File: config.mk
export PLATFORM = sky130hd
export DESIGN_NAME = ctrl_time_sched
export DESIGN_NICKNAME = d
export VERILOG_FILES = /design/src/rtl/ctrl_time_sched_pkg.sv /design/src/rtl/ctrl_time_sched_table.sv /design/src/rtl/ctrl_time_sched.sv
export SDC_FILE = /design/constraint.sdc
export NUM_CORES = 1
export LEC_CHECK = 0
export CAP_MARGIN = 0
export CORE_AREA = 4 4 372 374
export CTS_CLUSTER_SIZE = 24
export DETAILED_ROUTE_END_ITERATION = 6
export DIE_AREA = 0 0 376 378
export SLEW_MARGIN = 10
export SYNTH_ARGS = -nofsm -noshare
export SYNTH_HDL_FRONTEND = slang
export SYNTH_HIERARCHICAL = 1
export SYNTH_SLANG_ARGS = --single-unit
File: constraint.sdc
create_clock -name clk -period 6.9 [get_ports clk]
set_input_delay 1.38 -clock clk [delete_from_list [all_inputs] [get_ports clk]]
set_output_delay 1.38 -clock clk [all_outputs]
set_load 0.03 [all_outputs]
File: src/rtl/ctrl_time_sched_pkg.sv
// Shared definitions for the time scheduler: size defaults and FSM state codes.
// DATA_W follows `EXTENDED_SINGLE (normally from global_parameter.v); a 64-bit
// fallback keeps this slice self-contained.
// Optional feature macro: SCHED_ORDER_CHECK_EN (see ctrl_time_sched.sv).
`ifndef EXTENDED_SINGLE
`define EXTENDED_SINGLE 64
`endif

package ctrl_time_sched_pkg;

   localparam int unsigned NUM_EVT_DEF = 11;
   localparam int unsigned CNT_W_DEF   = 12;
   localparam int unsigned DATA_W_DEF  = `EXTENDED_SINGLE;

   localparam logic [1:0] ST_IDLE = 2'd0;
   localparam logic [1:0] ST_ARM  = 2'd1;
   localparam logic [1:0] ST_RUN  = 2'd2;
   localparam logic [1:0] ST_DONE = 2'd3;

endpackage

File: src/rtl/ctrl_time_sched_table.sv
// sched_table: host-written schedule register file (time/value per entry),
// exposed as packed, registered read buses.
module sched_table
   import ctrl_time_sched_pkg::*;
#(
   parameter int unsigned NUM_EVT = NUM_EVT_DEF,
   parameter int unsigned CNT_W   = CNT_W_DEF,
   parameter int unsigned DATA_W  = DATA_W_DEF
) (
   input  logic                      clk,
   input  logic                      rst_n,
   input  logic                      we,
   input  logic [3:0]                addr,
   input  logic [CNT_W-1:0]          wtime,
   input  logic [DATA_W-1:0]         wvalue,
   output logic [NUM_EVT*CNT_W-1:0]  time_bus,
   output logic [NUM_EVT*DATA_W-1:0] value_bus
);

   // Entry write: only the addressed slice updates; the caller guarantees addr is in range.
   always_ff @(posedge clk or negedge rst_n) begin
      if (!rst_n) begin
         time_bus  <= '0;
         value_bus <= '0;
      end else if (we) begin
         for (int unsigned k = 0; k < NUM_EVT; k++) begin
            if (32'(addr) == k) begin
               time_bus[k*CNT_W +: CNT_W]    <= wtime;
               value_bus[k*DATA_W +: DATA_W] <= wvalue;
            end
         end
      end
   end

endmodule

File: src/rtl/ctrl_time_sched.sv
// ctrl_time_sched: run controller for a step-driven event schedule.
// IDLE accepts table writes; start arms a run (one-cycle sta clear pulse),
// the counter advances on step_en until end_time-1, then a one-cycle done.
// Optional macro SCHED_ORDER_CHECK_EN: table sanity check while armed.
module ctrl_time_sched
   import ctrl_time_sched_pkg::*;
#(
   parameter int unsigned NUM_EVT = NUM_EVT_DEF,
   parameter int unsigned CNT_W   = CNT_W_DEF,
   parameter int unsigned DATA_W  = DATA_W_DEF
) (
   input  logic                      clk,
   input  logic                      rst_n,
   input  logic                      wr_en,
   input  logic [3:0]                wr_addr,
   input  logic [CNT_W-1:0]          wr_time,
   input  logic [DATA_W-1:0]         wr_value,
   output logic                      wr_ready,
   input  logic [CNT_W-1:0]          end_time,
   input  logic                      start,
   input  logic                      abort,
   input  logic                      step_en,
   output logic                      sta,
   output logic [CNT_W-1:0]          counter,
   output logic [NUM_EVT*CNT_W-1:0]  time_bus,
   output logic [NUM_EVT*DATA_W-1:0] value_bus,
   output logic                      busy,
   output logic                      done,
   output logic                      err
);

   logic [1:0]       state_q;
   logic [CNT_W-1:0] end_q;
   logic             wr_acc;
   logic             addr_ok;
   logic             bad_wr;
   logic             order_err;

   assign wr_ready = (state_q == ST_IDLE);
   assign sta      = (state_q == ST_ARM);
   assign busy     = (state_q == ST_ARM) || (state_q == ST_RUN);
   assign done     = (state_q == ST_DONE);
   assign wr_acc   = wr_en && wr_ready;
   assign addr_ok  = (32'(wr_addr) < NUM_EVT);
   assign bad_wr   = wr_acc && !addr_ok;

   sched_table #(
      .NUM_EVT (NUM_EVT),
      .CNT_W   (CNT_W),
      .DATA_W  (DATA_W)
   ) u_table (
      .clk       (clk),
      .rst_n     (rst_n),
      .we        (wr_acc && addr_ok),
      .addr      (wr_addr),
      .wtime     (wr_time),
      .wvalue    (wr_value),
      .time_bus  (time_bus),
      .value_bus (value_bus)
   );

`ifdef SCHED_ORDER_CHECK_EN
   // Flag any nonzero pair not strictly ascending by index, or any time past end.
   always_comb begin
      order_err = 1'b0;
      for (int unsigned i = 0; i < NUM_EVT; i++) begin
         if (time_bus[i*CNT_W +: CNT_W] > end_q) order_err = 1'b1;
         for (int unsigned j = i + 1; j < NUM_EVT; j++) begin
            if ((time_bus[i*CNT_W +: CNT_W] != '0) && (time_bus[j*CNT_W +: CNT_W] != '0) &&
                (time_bus[i*CNT_W +: CNT_W] >= time_bus[j*CNT_W +: CNT_W]))
               order_err = 1'b1;
         end
      end
   end
`else
   assign order_err = 1'b0;
`endif

   // Run FSM, step counter and end_time latch; counter holds on abort and completion.
   always_ff @(posedge clk or negedge rst_n) begin
      if (!rst_n) begin
         state_q <= ST_IDLE;
         counter <= '0;
         end_q   <= '0;
      end else begin
         case (state_q)
            ST_IDLE: if (start) begin
               state_q <= ST_ARM;
               counter <= '0;
               end_q   <= end_time;
            end
            ST_ARM: begin
               if (abort)             state_q <= ST_IDLE;
               else if (end_q == '0)  state_q <= ST_DONE;
               else                   state_q <= ST_RUN;
            end
            ST_RUN: begin
               if (abort) state_q <= ST_IDLE;
               else if (step_en) begin
                  if (counter == end_q - CNT_W'(1)) state_q <= ST_DONE;
                  else                               counter <= counter + CNT_W'(1);
               end
            end
            default: state_q <= ST_IDLE;
         endcase
      end
   end

   // Sticky error: set by an out-of-range write or a failed table check, cleared on start.
   always_ff @(posedge clk or negedge rst_n) begin
      if (!rst_n) err <= 1'b0;
      else if (bad_wr || (sta && order_err)) err <= 1'b1;
      else if (wr_ready && start) err <= 1'b0;
   end

endmodule
==> results by group, run 1 <==
Outcome
  – Outcome: completed

Min path
  – Min-Delay Startpoint: u_table/value_bus[267]
  – Hold crit path type: reg2reg
  – WHS Path Cells: 1
  – Hold Path Sink: u_table/value_bus[267]

GRT
  – GRT Overall Usage: 15.7%
  – Overflow after GRT: 0
  – First-pass GRT wire length: 164000 µm
  – Largest net degree at the start of global routing: 167
  – Initial antenna violation count: 13
  – Number of global-route vias before repair: 21800

Critical path
  – FF-to-FF setup slack: 3510 ps
  – Reg-to-reg endpoint: u_table/time_bus[42]
  – Data arrival time of the critical path: 4410 ps
  – R2R depth: 8
  – Type of the worst setup path: in2reg
  – Required time of the critical path: 7430 ps
  – Crit path max fanout: 44
  – RR Startpoint: state_q[0]
  – Worst setup SP type: primary input
  – Worst Setup End Kind: flop

STA
  – RSZ-0062 raised after global routing: false
  – Max Freq: 258 MHz
  – Final period utilization: 56.2%
  – Clk_skew: 34.6 ps
  – Max-slew violation count: 0
  – Worst-margin pin slew: 1120 ps
  – Rel. slew slack: 24.9%
  – Final Hold Viols: 0
  – Crit path time final: 3880 ps
  – Post-route worst setup slack: 3020 ps
  – Final setup violating endpoints: 0
  – Setup TNS: 0 ps

Clocking
  – H-tree Lvls: 3
  – Clock root cell: clkbuf_16
  – Clock buffer depth: 3
  – CTS tree: yes
  – PostCTS Resize Cnt: 0
  – Post-cts hold buffer count: 0
  – Worst-path clk slew: 60 ps
  – CTS buffer count: 96
  – CTS sink cnt: 863
  – Total setup buffers inserted after CTS: 0
  – Clk Latency, worst-skew pair: 690 ps

Cells and area
  – Finished Cell Area: 47700 µm²
  – Share of layout cells above drive strength 1: 34.6%
  – Final Non-Filler Cells: 4822
  – Area growth syn-to-layout: 44.6%
  – Post-layout util: 35.4%
  – Most common cell after layout, fill and taps aside: clkdlybuf4s50_1
  – Most frequent cells in the layout: clkdlybuf4s50_1 (949), dfrtp_1 (863), mux2_2 (848), clkbuf_16 (97), clkbuf_8 (24)
  – # nets final: 3056

Synth
  – Yosys cell types: 49
  – Yosys Warn Count: 6
  – Syn Std Cell Area: 33000 µm²
  – Synth Area per Inst: 16.1 µm²
  – Main synth FF type: dfrtp_1
  – Ys async rst share: 100%
  – Cell count after synthesis: 2047
  – Post-synth EDFFs: 0
  – FF+latch count, synth: 863
  – Register area share after synthesis: 65.4%
  – Syn_nets: 2151

Die
  – Die height: 378 µm
  – Core Area: 135000 µm²
  – I/O pins: 951
  – Die area: 142000 µm²
  – # rows: 135
  – Overall die width: 376 µm
  – Starting Density: 24.5%

Routing
  – Via density: 4.38
  – Drt drc: 0
  – Antenna-violating nets left: 0
  – Number of DRC markers in iteration 0: 958
  – DR pass1 iterations: 5
  – Via count: 21100
  – WL/cell: 24.1 µm
  – Detailed Route WL: 116000 µm

Placement
  – Placed cell area: 44400 µm²
  – PortBufs: 950
  – DP Wirelength: 80300 µm
  – Dpl ws: 2260 ps
  – Gpl congestion: 0.788
  – Placed Cells: 4635

Job
  – Max cap viols: 0

Power
  – Leak Pwr: 21.3 nW
  – Peak VDD IR: 342 µV
  – PD cells: 510 nW/µm²
==> cell families (layout without fill, tap and decap cells) <==
logic type               Yosys count  in the layout  share of synthesized area, %
flip-flops                       863            863                          65.4
multiplexers                     849            849                          29.0
buffers and inverters            181           1168                          2.54
AND/OR/NAND/NOR                   93             93                          1.61
AO/OA/AOI/OAI                     43             43                         0.932
XOR/XNOR                          12             12                         0.318
adder cells (fa/ha/maj)            6              6                         0.227
other                              0              7                             0
==> worst max-delay path, stage by stage <==
cell and delay (ps):
clkdlybuf4s50_1 550, a21oi_1 200, nor2b_1 80, nor2_1 190, nor3b_2 470, and3_4 700, buf_12 390, mux2_2 380
==> metrics by stage <==
stage / total power [mW] / hold WS (ps)
after floorplan: 13.9 / 525
after global placement: 19.0 / 487
after detailed placement: 19.1 / 491
after CTS: 24.6 / 504
after global routing: 25.4 / 511
final: 24.4 / 501
==> cell usage after synthesis, types with 8 or more instances <==
cell | n | share of area [%]
inv_1 | 9 | 0.10
and3_1 | 11 | 0.21
clkbuf_1 | 89 | 1.0
xnor2_1 | 10 | 0.27
nand2_1 | 15 | 0.17
a21oi_1 | 10 | 0.15
buf_6 | 9 | 0.31
o21ai_0 | 8 | 0.12
dfrtp_1 | 863 | 65
buf_2 | 57 | 0.86
buf_1 | 12 | 0.14
nor2_1 | 16 | 0.18
mux2_2 | 848 | 29
nand3_1 | 8 | 0.12
==> layout make-up <==
type | instances | area [µm²]
inverters | 9 | 33.8
clock inverters | 37 | 519
fillers | 13200 | 87200
flip-flops and latches | 863 | 21600
well taps | 1781 | 2230
multi-input cells | 1003 | 10600
repair buffers | 979 | 9860
clock buffers | 143 | 2840
diodes | 7 | 17.5
==> metal layers <==
| metal | global-route usage (%) | part of all wire (%) |
|---|---|---|
| met1 | 18.9 | 39 |
| met2 | 26.2 | 48 |
| met3 | 5.78 | 9.0 |
| met4 | 5.22 | 3.4 |
| met5 | 0 | 0 |
==> worst max path at each step <==
stage / startpoint / end / slack (ps) / depth (start not counted)
after floorplan: wr_addr[1] / u_table/time_bus[36] / 3820 / 9
after detailed placement: wr_addr[1] / u_table/time_bus[99] / 2260 / 8
after CTS: wr_addr[1] / u_table/value_bus[513] / 3010 / 8
final: wr_addr[1] / u_table/time_bus[42] / 3020 / 8
after global placement: wr_addr[1] / u_table/value_bus[512] / 2330 / 8
after global routing: wr_addr[1] / u_table/value_bus[513] / 2900 / 8
==> power breakdown <==
group | internal (mW) | switching [mW]
clock network | 3.20 | 2.17
registers | 7.01 | 1.04
logic | 4.72 | 6.21
total | 14.9 | 9.42
==> flip-flops by register name, summed over array words and instances, names as in the netlist <==
| signal | cells |
|---|---|
| u_table/time_bus | 132 |
| end_q | 12 |
| u_table/value_bus | 704 |
| state_q | 2 |
| err | 1 |
| counter | 12 |
Power figures use the tool's default switching activity.
==> run 2: changes to the inputs <==
- clock period: 6.9 -> 3.6 ns (I/O delays scaled with it)
==> run 2 against run 1 <==
Critical path depth up 2; flip-flop and latch count unchanged; setup slack worse by 2700 ps; total power increased by 90%; non-clock buffer count is 46 higher; combinational power grew 93%; first-iteration DRC count is 4.0% lower; largest cell class unchanged.
==> results by group, run 2 (synthesis results as in run 1) <==
Critical path
  – Type of the worst setup path: reg2reg
  – Data arrival time of the critical path: 3830 ps (-580 ps)
  – Worst Setup End Kind: flop
  – Required time of the critical path: 4190 ps (-3240 ps)
  – Worst path max stage delay: 520 ps (-180 ps)
  – CP delay by family, top: simple AND/OR/NAND/NOR gates
  – Buffers and inverters on the worst path: 1 (-1)
  – FF-to-FF setup slack: 360 ps (-3150 ps)
  – R2R depth: 10 (+2)
  – Reg-to-reg endpoint: counter[10]
  – Worst Setup SP: end_q[0]
  – RR Startpoint: end_q[0]
  – Worst path most repeated cell: or4b_1
  – Crit path max fanout: 8 (-82%)
  – CP cell instances: inv_1, ha_1, or4b_1, or4b_1, nand3_1, a21oi_1, a2111o_1, and3_1, a21oi_4, o31a_1
  – CP max-delay cell: or4b_1
  – Worst setup SP type: flop

Cells and area
  – Multi-input logic area: 10600 µm² (unchanged)
  – Largest register FFs: 704 (unchanged)
  – Most common cell after layout, fill and taps aside: clkdlybuf4s50_1
  – Post-layout util: 35.7% (+0.37 points)
  – Filler Cell Count: 13100 (-0.43%)
  – Area growth syn-to-layout: 46.1%
  – # nets final: 3103 (+1.5%)
  – Sequential standard cell area: 21600 µm² (unchanged)
  – Largest Register: u_table/value_bus
  – Share of layout cells above drive strength 1: 35.1% (+0.57 points)
  – Biggest regs: u_table/value_bus: 704 flops, u_table/time_bus: 132 flops
  – Most frequent cells in the layout: clkdlybuf4s50_1 (949), dfrtp_1 (863), mux2_2 (848), clkbuf_16 (98), buf_4 (40)

GRT
  – Number of global-route vias before repair: 22500 (+3.0%)
  – GRT Overall Usage: 16.0% (+0.22 points)
  – Largest net degree at the start of global routing: 80 (-52%)
  – First-pass GRT wire length: 166000 µm (+1.2%)
  – Initial antenna violation count: 17 (+4)
  – Overflow after GRT: 0 (unchanged)

Placement
  – Dpl ws: 127 ps (-2130 ps)
  – Gpl congestion: 0.778 (-1.3%)
  – PortBufs: 950 (unchanged)
  – DP Wirelength: 83700 µm (+4.3%)

Clocking
  – CTS tree: yes
  – Clock buffer depth: 3 (unchanged)
  – H-tree Lvls: 3 (unchanged)
  – CTS sink cnt: 863 (unchanged)
  – CTS buffer count: 97 (+1.0%)
  – Worst-path clk slew: 60 ps (about the same)
  – Total setup buffers inserted after CTS: 0 (unchanged)
  – PostCTS Resize Cnt: 0 (unchanged)
  – Post-cts hold buffer count: 0 (unchanged)
  – Clock root cell: clkbuf_16
  – Clk Latency, worst-skew pair: 670 ps (-20 ps)

Routing
  – Number of DRC markers in iteration 0: 920 (-4.0%)
  – Antenna-violating nets left: 0 (unchanged)
  – DR pass1 iterations: 6 (+1)
  – Via density: 4.36 (-0.30%)
  – Detailed Route WL: 117000 µm (+0.92%)
  – WL/cell: 24.1 µm (about the same)
  – Drt drc: 0 (unchanged)
  – Via count: 21200 (+0.57%)

STA
  – Crit path time final: 3240 ps
  – Final setup violating endpoints: 0 (unchanged)
  – Rel. slew slack: 28.4% (+3.5 points)
  – Post-route worst setup slack: 358 ps (-2660 ps)
  – Final period utilization: 90.1%
  – Setup TNS: 0 ps (unchanged)
  – Max-slew violation count: 0 (unchanged)
  – Worst-margin pin slew: 1070 ps (-52.7 ps)
  – RSZ-0062 raised after global routing: false
  – Final Hold Viols: 0 (unchanged)
  – Max Freq: 308 MHz
  – Clk_skew: 15.9 ps (-18.6 ps)

Job
  – Max cap viols: 0 (unchanged)

Power
  – PD cells: 961 nW/µm² (+88%)
  – Peak VDD IR: 551 µV (+61%)
  – Total power: 46.3 mW (+90%)
  – Leak Pwr: 21.5 nW (+1.2%)

Die
  – Die area: 142000 µm² (unchanged)
  – Core Area: 135000 µm² (unchanged)
  – # rows: 135 (unchanged)
  – Starting Density: 24.5% (unchanged)
  – Overall die width: 376 µm (unchanged)
  – Die height: 378 µm (unchanged)
  – I/O pins: 951 (unchanged)

Outcome
  – Outcome: completed

Min path
  – Hold crit path type: in2async
-- run 2: changes by cell type in the layout (fill, tap and decap cells not counted), sizes merged --
cell,before,now
clkbuf,143,149
inv,11,13
clkinv,22,13
bufinv,9,6
buf,30,76
-- run 2: layout make-up --
type	instances	share of cell area (%)
diodes	7	0.0363
clock buffers	149	5.88
clock inverters	27	0.750
inverters	9	0.0700
multi-input cells	1003	22.1
flip-flops and latches	863	44.8
well taps	1781	4.62
repair buffers	1025	21.8
-- run 2: stage by stage --
stage / std cells / hold WS, ps / cell area, µm²
after CTS: 4857 / 98.7 / 48200
after detailed placement: 4681 / 491 / 45000
after global placement: 4681 / 486 / 45000
final: 4864 / 60.4 / 48200
after floorplan: 2047 / 424 / 33000
after global routing: 4858 / 51.6 / 48200
-- run 2: worst max-delay path by stage --
stage	end	slack [ps]	cells after the start
4_1_cts	counter[10]	360	10
5_1_grt	counter[10]	160	10
2_1_floorplan	counter[6]	710	11
6_report	counter[10]	360	10
3_5_place_dp	u_table/time_bus[61]	130	8
3_3_place_gp	u_table/value_bus[383]	110	8
-- run 2: power breakdown --
part	switching [mW]	internal, mW	leakage (nW)
clock network	4.05	5.86	1.55
logic	11.9	9.11	8.65
registers	2.01	13.4	11.3
-- run 2: layer usage --
metal | wire length [µm] | GRT usage (%) | vias up | share of wire (%)
met2 | 56600 | 26.7 | 751 | 48
met1 | 45300 | 18.8 | 11200 | 39
met5 | 10 | 0 | - | 0.0085
met4 | 4640 | 6.02 | 2 | 4.0
met3 | 10500 | 5.87 | 205 | 9.0
li1 | - | - | 9113 | -
==> run 3: changes to the inputs <==
- SYNTH_HIERARCHICAL: 1 -> default
- clock period: 3.6 -> 2.94 ns (I/O delays scaled with it)
==> run 3 against run 2 <==
Design area increased by 0.64%; worst hold slack improved by 380 ps; register-to-register slack got worse by 90 ps; flip-flop and latch count unchanged; setup slack got worse by 220 ps; highest routed layer unchanged; total power increased by 41%; global-route usage increased by 0.96 points; clock power increased by 25%; critical path depth decreased by 7; clock skew increased by 22 ps; critical path type is now reg2out; largest power group unchanged.
==> results by group, run 3 <==
Outcome
  – Outcome: completed

Synth
  – Main synth FF type: dfrtp_1
  – Syn Std Cell Area: 33000 µm² (-0.13%)
  – Top cell type's share of synthesized area: 65.5% (+0.082 points)
  – Syn_nets: 2148 (-0.14%)
  – Synth Area per Inst: 16.1 µm² (about the same)
  – Most common cell in the synthesized netlist: dfrtp_1
  – Cell count after synthesis: 2044 (-0.15%)
  – FF+latch count, synth: 863 (unchanged)
  – Yosys cell types: 56 (+14%)
  – Synth top cells by count: dfrtp_1 (863), mux2_2 (848), clkbuf_1 (142), buf_2 (17), nand2_1 (15)
  – Main area contributors after synthesis: dfrtp_1 (66%), mux2_2 (29%), clkbuf_1 (1.6%), buf_2 (0.26%), ha_1 (0.23%)
  – Post-synth EDFFs: 0 (unchanged)
  – Register area share after synthesis: 65.5% (+0.082 points)
  – Ys async rst share: 100% (unchanged)
  – Yosys top cell by area: dfrtp_1
  – Yosys Warn Count: 0 (-6)

Clocking
  – CTS sink cnt: 863 (unchanged)
  – Clock root cell: clkbuf_16
  – H-tree Lvls: 3 (unchanged)
  – CTS tree: yes
  – Clk Latency, worst-skew pair: 680 ps (about the same)
  – Clock buffer depth: 3 (unchanged)
  – Worst-path clk slew: 60 ps (about the same)
  – CTS buffer count: 94 (-3.1%)

Critical path
  – R2R depth: 7 (-3)
  – Crit path max fanout: 3 (-5)
  – Worst path max stage delay: 760 ps (+240 ps)
  – FF-to-FF setup slack: 270 ps (-90 ps)
  – CP cell instances: inv_1, ha_1, clkdlybuf4s50_1
  – Worst setup SP type: flop
  – Data arrival time of the critical path: 2210 ps (-1620 ps)
  – Required time of the critical path: 2350 ps (-1840 ps)
  – Buffers and inverters on the worst path: 2 (+1)
  – Reg-to-reg endpoint: u_table.value_bus[175]
  – RR Startpoint: state_q[0]
  – Type of the worst setup path: reg2out
  – Worst Setup End Kind: output port
  – CP delay by family, top: buffers and inverters
  – CP max-delay cell: clkdlybuf4s50_1

Cells and area
  – Share of layout cells above drive strength 1: 36.2% (+1.1 points)
  – # nets final: 3118 (+0.48%)
  – Largest register FFs: 704 (unchanged)
  – Finished Cell Area: 48500 µm² (+0.64%)
  – Largest Register: u_table.value_bus
  – Biggest regs: u_table.value_bus: 704 flops, u_table.time_bus: 132 flops
  – Most common cell after layout, fill and taps aside: clkdlybuf4s50_1
  – Area growth syn-to-layout: 47.2%
  – Most frequent cells in the layout: clkdlybuf4s50_1 (948), dfrtp_1 (863), mux2_2 (848), clkbuf_16 (94), buf_4 (57)

GRT
  – Overflow after GRT: 0 (unchanged)
  – Number of global-route vias before repair: 22600 (+0.31%)
  – Grt met1 use: 20.1% (+1.4 points)
  – Routing usage on met2: 28.8% (+2.2 points)
  – First-pass GRT wire length: 174000 µm (+4.9%)
  – Initial antenna violation count: 15 (-2)
  – Grt peak-use layer: met2
  – GRT Overall Usage: 16.9% (+0.96 points)
  – Largest net degree at the start of global routing: 73 (-8.8%)
  – Met3 usage: 5.72% (-0.15 points)

Power
  – Clock group share of total power: 18.9% (-2.5 points)
  – Switching Power: 26.6 mW (+49%)
  – Logic pwr share: 49.2% (+3.9 points)
  – Total power: 65.3 mW (+41%)
  – Leak Pwr: 21.1 nW (-2.0%)
  – Peak VDD IR: 893 µV (+62%)
  – Switching share of power: 40.8% (+2.1 points)
  – Share of total power in sequential cells: 31.9% (-1.5 points)
  – PD cells: 1350 nW/µm² (+40%)
  – Int Power: 38.6 mW (+36%)

Die
  – Core Area: 135000 µm² (unchanged)
  – Die area: 142000 µm² (unchanged)
  – Starting Density: 24.4% (-0.031 points)
  – I/O pins: 951 (unchanged)
  – Die height: 378 µm (unchanged)
  – Overall die width: 376 µm (unchanged)
  – # rows: 135 (unchanged)

Placement
  – Placed cell area: 45200 µm² (+0.50%)
  – Gpl congestion: 0.815 (+4.8%)
  – PortBufs: 950 (unchanged)
  – DP Wirelength: 88500 µm (+5.7%)
  – Dpl ws: -18.2 ps (-145 ps)

STA
  – Setup TNS: 0 ps (unchanged)
  – Final period utilization: 95.2%
  – RSZ-0062 raised after global routing: false
  – Crit path time final: 2800 ps
  – Final Hold Viols: 0 (unchanged)
  – Max-slew violation count: 0 (unchanged)
  – Max Freq: 357 MHz
  – Final setup violating endpoints: 0 (unchanged)
  – Worst-margin pin slew: 941 ps (-129 ps)
  – Rel. slew slack: 37.1% (+8.6 points)
  – Post-route worst setup slack: 140 ps (-218 ps)
  – Clk_skew: 38.0 ps (+22.1 ps)

Routing
  – DR pass1 iterations: 4 (-2)
  – Detailed Route WL: 124000 µm (+5.9%)
  – Number of DRC markers in iteration 0: 957 (+4.0%)
  – Via density: 4.42 (+1.4%)
  – Drt drc: 0 (unchanged)
  – Antenna-violating nets left: 0 (unchanged)
  – Via count: 21600 (+1.8%)
  – WL/cell: 25.4 µm (+5.5%)

Min path
  – Hold crit path type: in2async

Job
  – Max cap viols: 0 (unchanged)
==> run 3: how the worst max path moves through the flow <==
stage	startpoint	end	slack (ps)	depth (start not counted)
floorplan	state_q[0]	u_table.time_bus[120]	330	7
global placement	wr_en	u_table.value_bus[175]	-40	6
detailed placement	wr_en	u_table.value_bus[172]	-20	6
CTS	state_q[0]	wr_ready	70	4
global route	state_q[1]	sta	20	3
finish	state_q[1]	sta	140	3
==> run 3: power by group through the flow <==
| stage | clock (mW) | combinational, mW | sequential [mW] |
|---|---|---|---|
| after floorplan | 0 | 5.81 | 31.9 |
| after global placement | 0 | 32.2 | 20.7 |
| after detailed placement | 0 | 32.3 | 20.9 |
| after CTS | 12.7 | 32.4 | 20.8 |
| after global routing | 13.2 | 33.3 | 21.5 |
| final | 12.4 | 32.1 | 20.8 |
==> run 3: cell families after synthesis <==
kind of cell             share of synthesized area [%]
AO/OA/AOI/OAI                                     1.18
AND/OR/NAND/NOR                                   1.59
XOR/XNOR                                         0.319
multiplexers                                      29.0
buffers and inverters                             2.18
flip-flops                                        65.5
adder cells (fa/ha/maj)                          0.228
==> run 3: final cells by class <==
class | instances | area (µm²)
sequential | 863 | 21600
inverter | 13 | 48.8
tap | 1781 | 2230
fill | 13100 | 86400
timing repair buffer | 1043 | 10700
clock inverter | 38 | 526
antenna | 9 | 22.5
clock buffer | 138 | 2740
multi-input combinational | 999 | 10700
==> run 3: worst reg2reg max path: cells and delay by family, from the launching register on <==
family / cells / cell delay, ps
adders and majority gates: 1 / 270
buffers and inverters: 2 / 420
and+or+nand+nor: 3 / 1120
muxes: 1 / 330
DFF: 1 / 400
==> run 3: per-layer routing <==
metal  part of all wire (%)  routed length (µm)  vias up
li1                       -                   -     9133
met5                 0.0089                  11        -
met2                     49               61100      767
met4                    3.3                4060        2
met1                     39               48900    11500
met3                    8.0                9970      198
==> run 3: repair_timing <==
item / CTS / global route
buffers inserted: 0 / 0
endpoints found under the hold margin: 17 / 0
gates resized for setup: 1 / 0
endpoints found under the setup margin: 1 / 0
hold buffers: 1 / 0
==> run 3: through the flow <==
stage               utilization, %  std cells  hold slack [ps]
floorplan                        -       2044              292
global placement              33.5       4698              486
detailed placement            33.5       4698              492
CTS                           35.9       4875              401
global route                  36.0       4876              417
finish                        36.0       4884              439
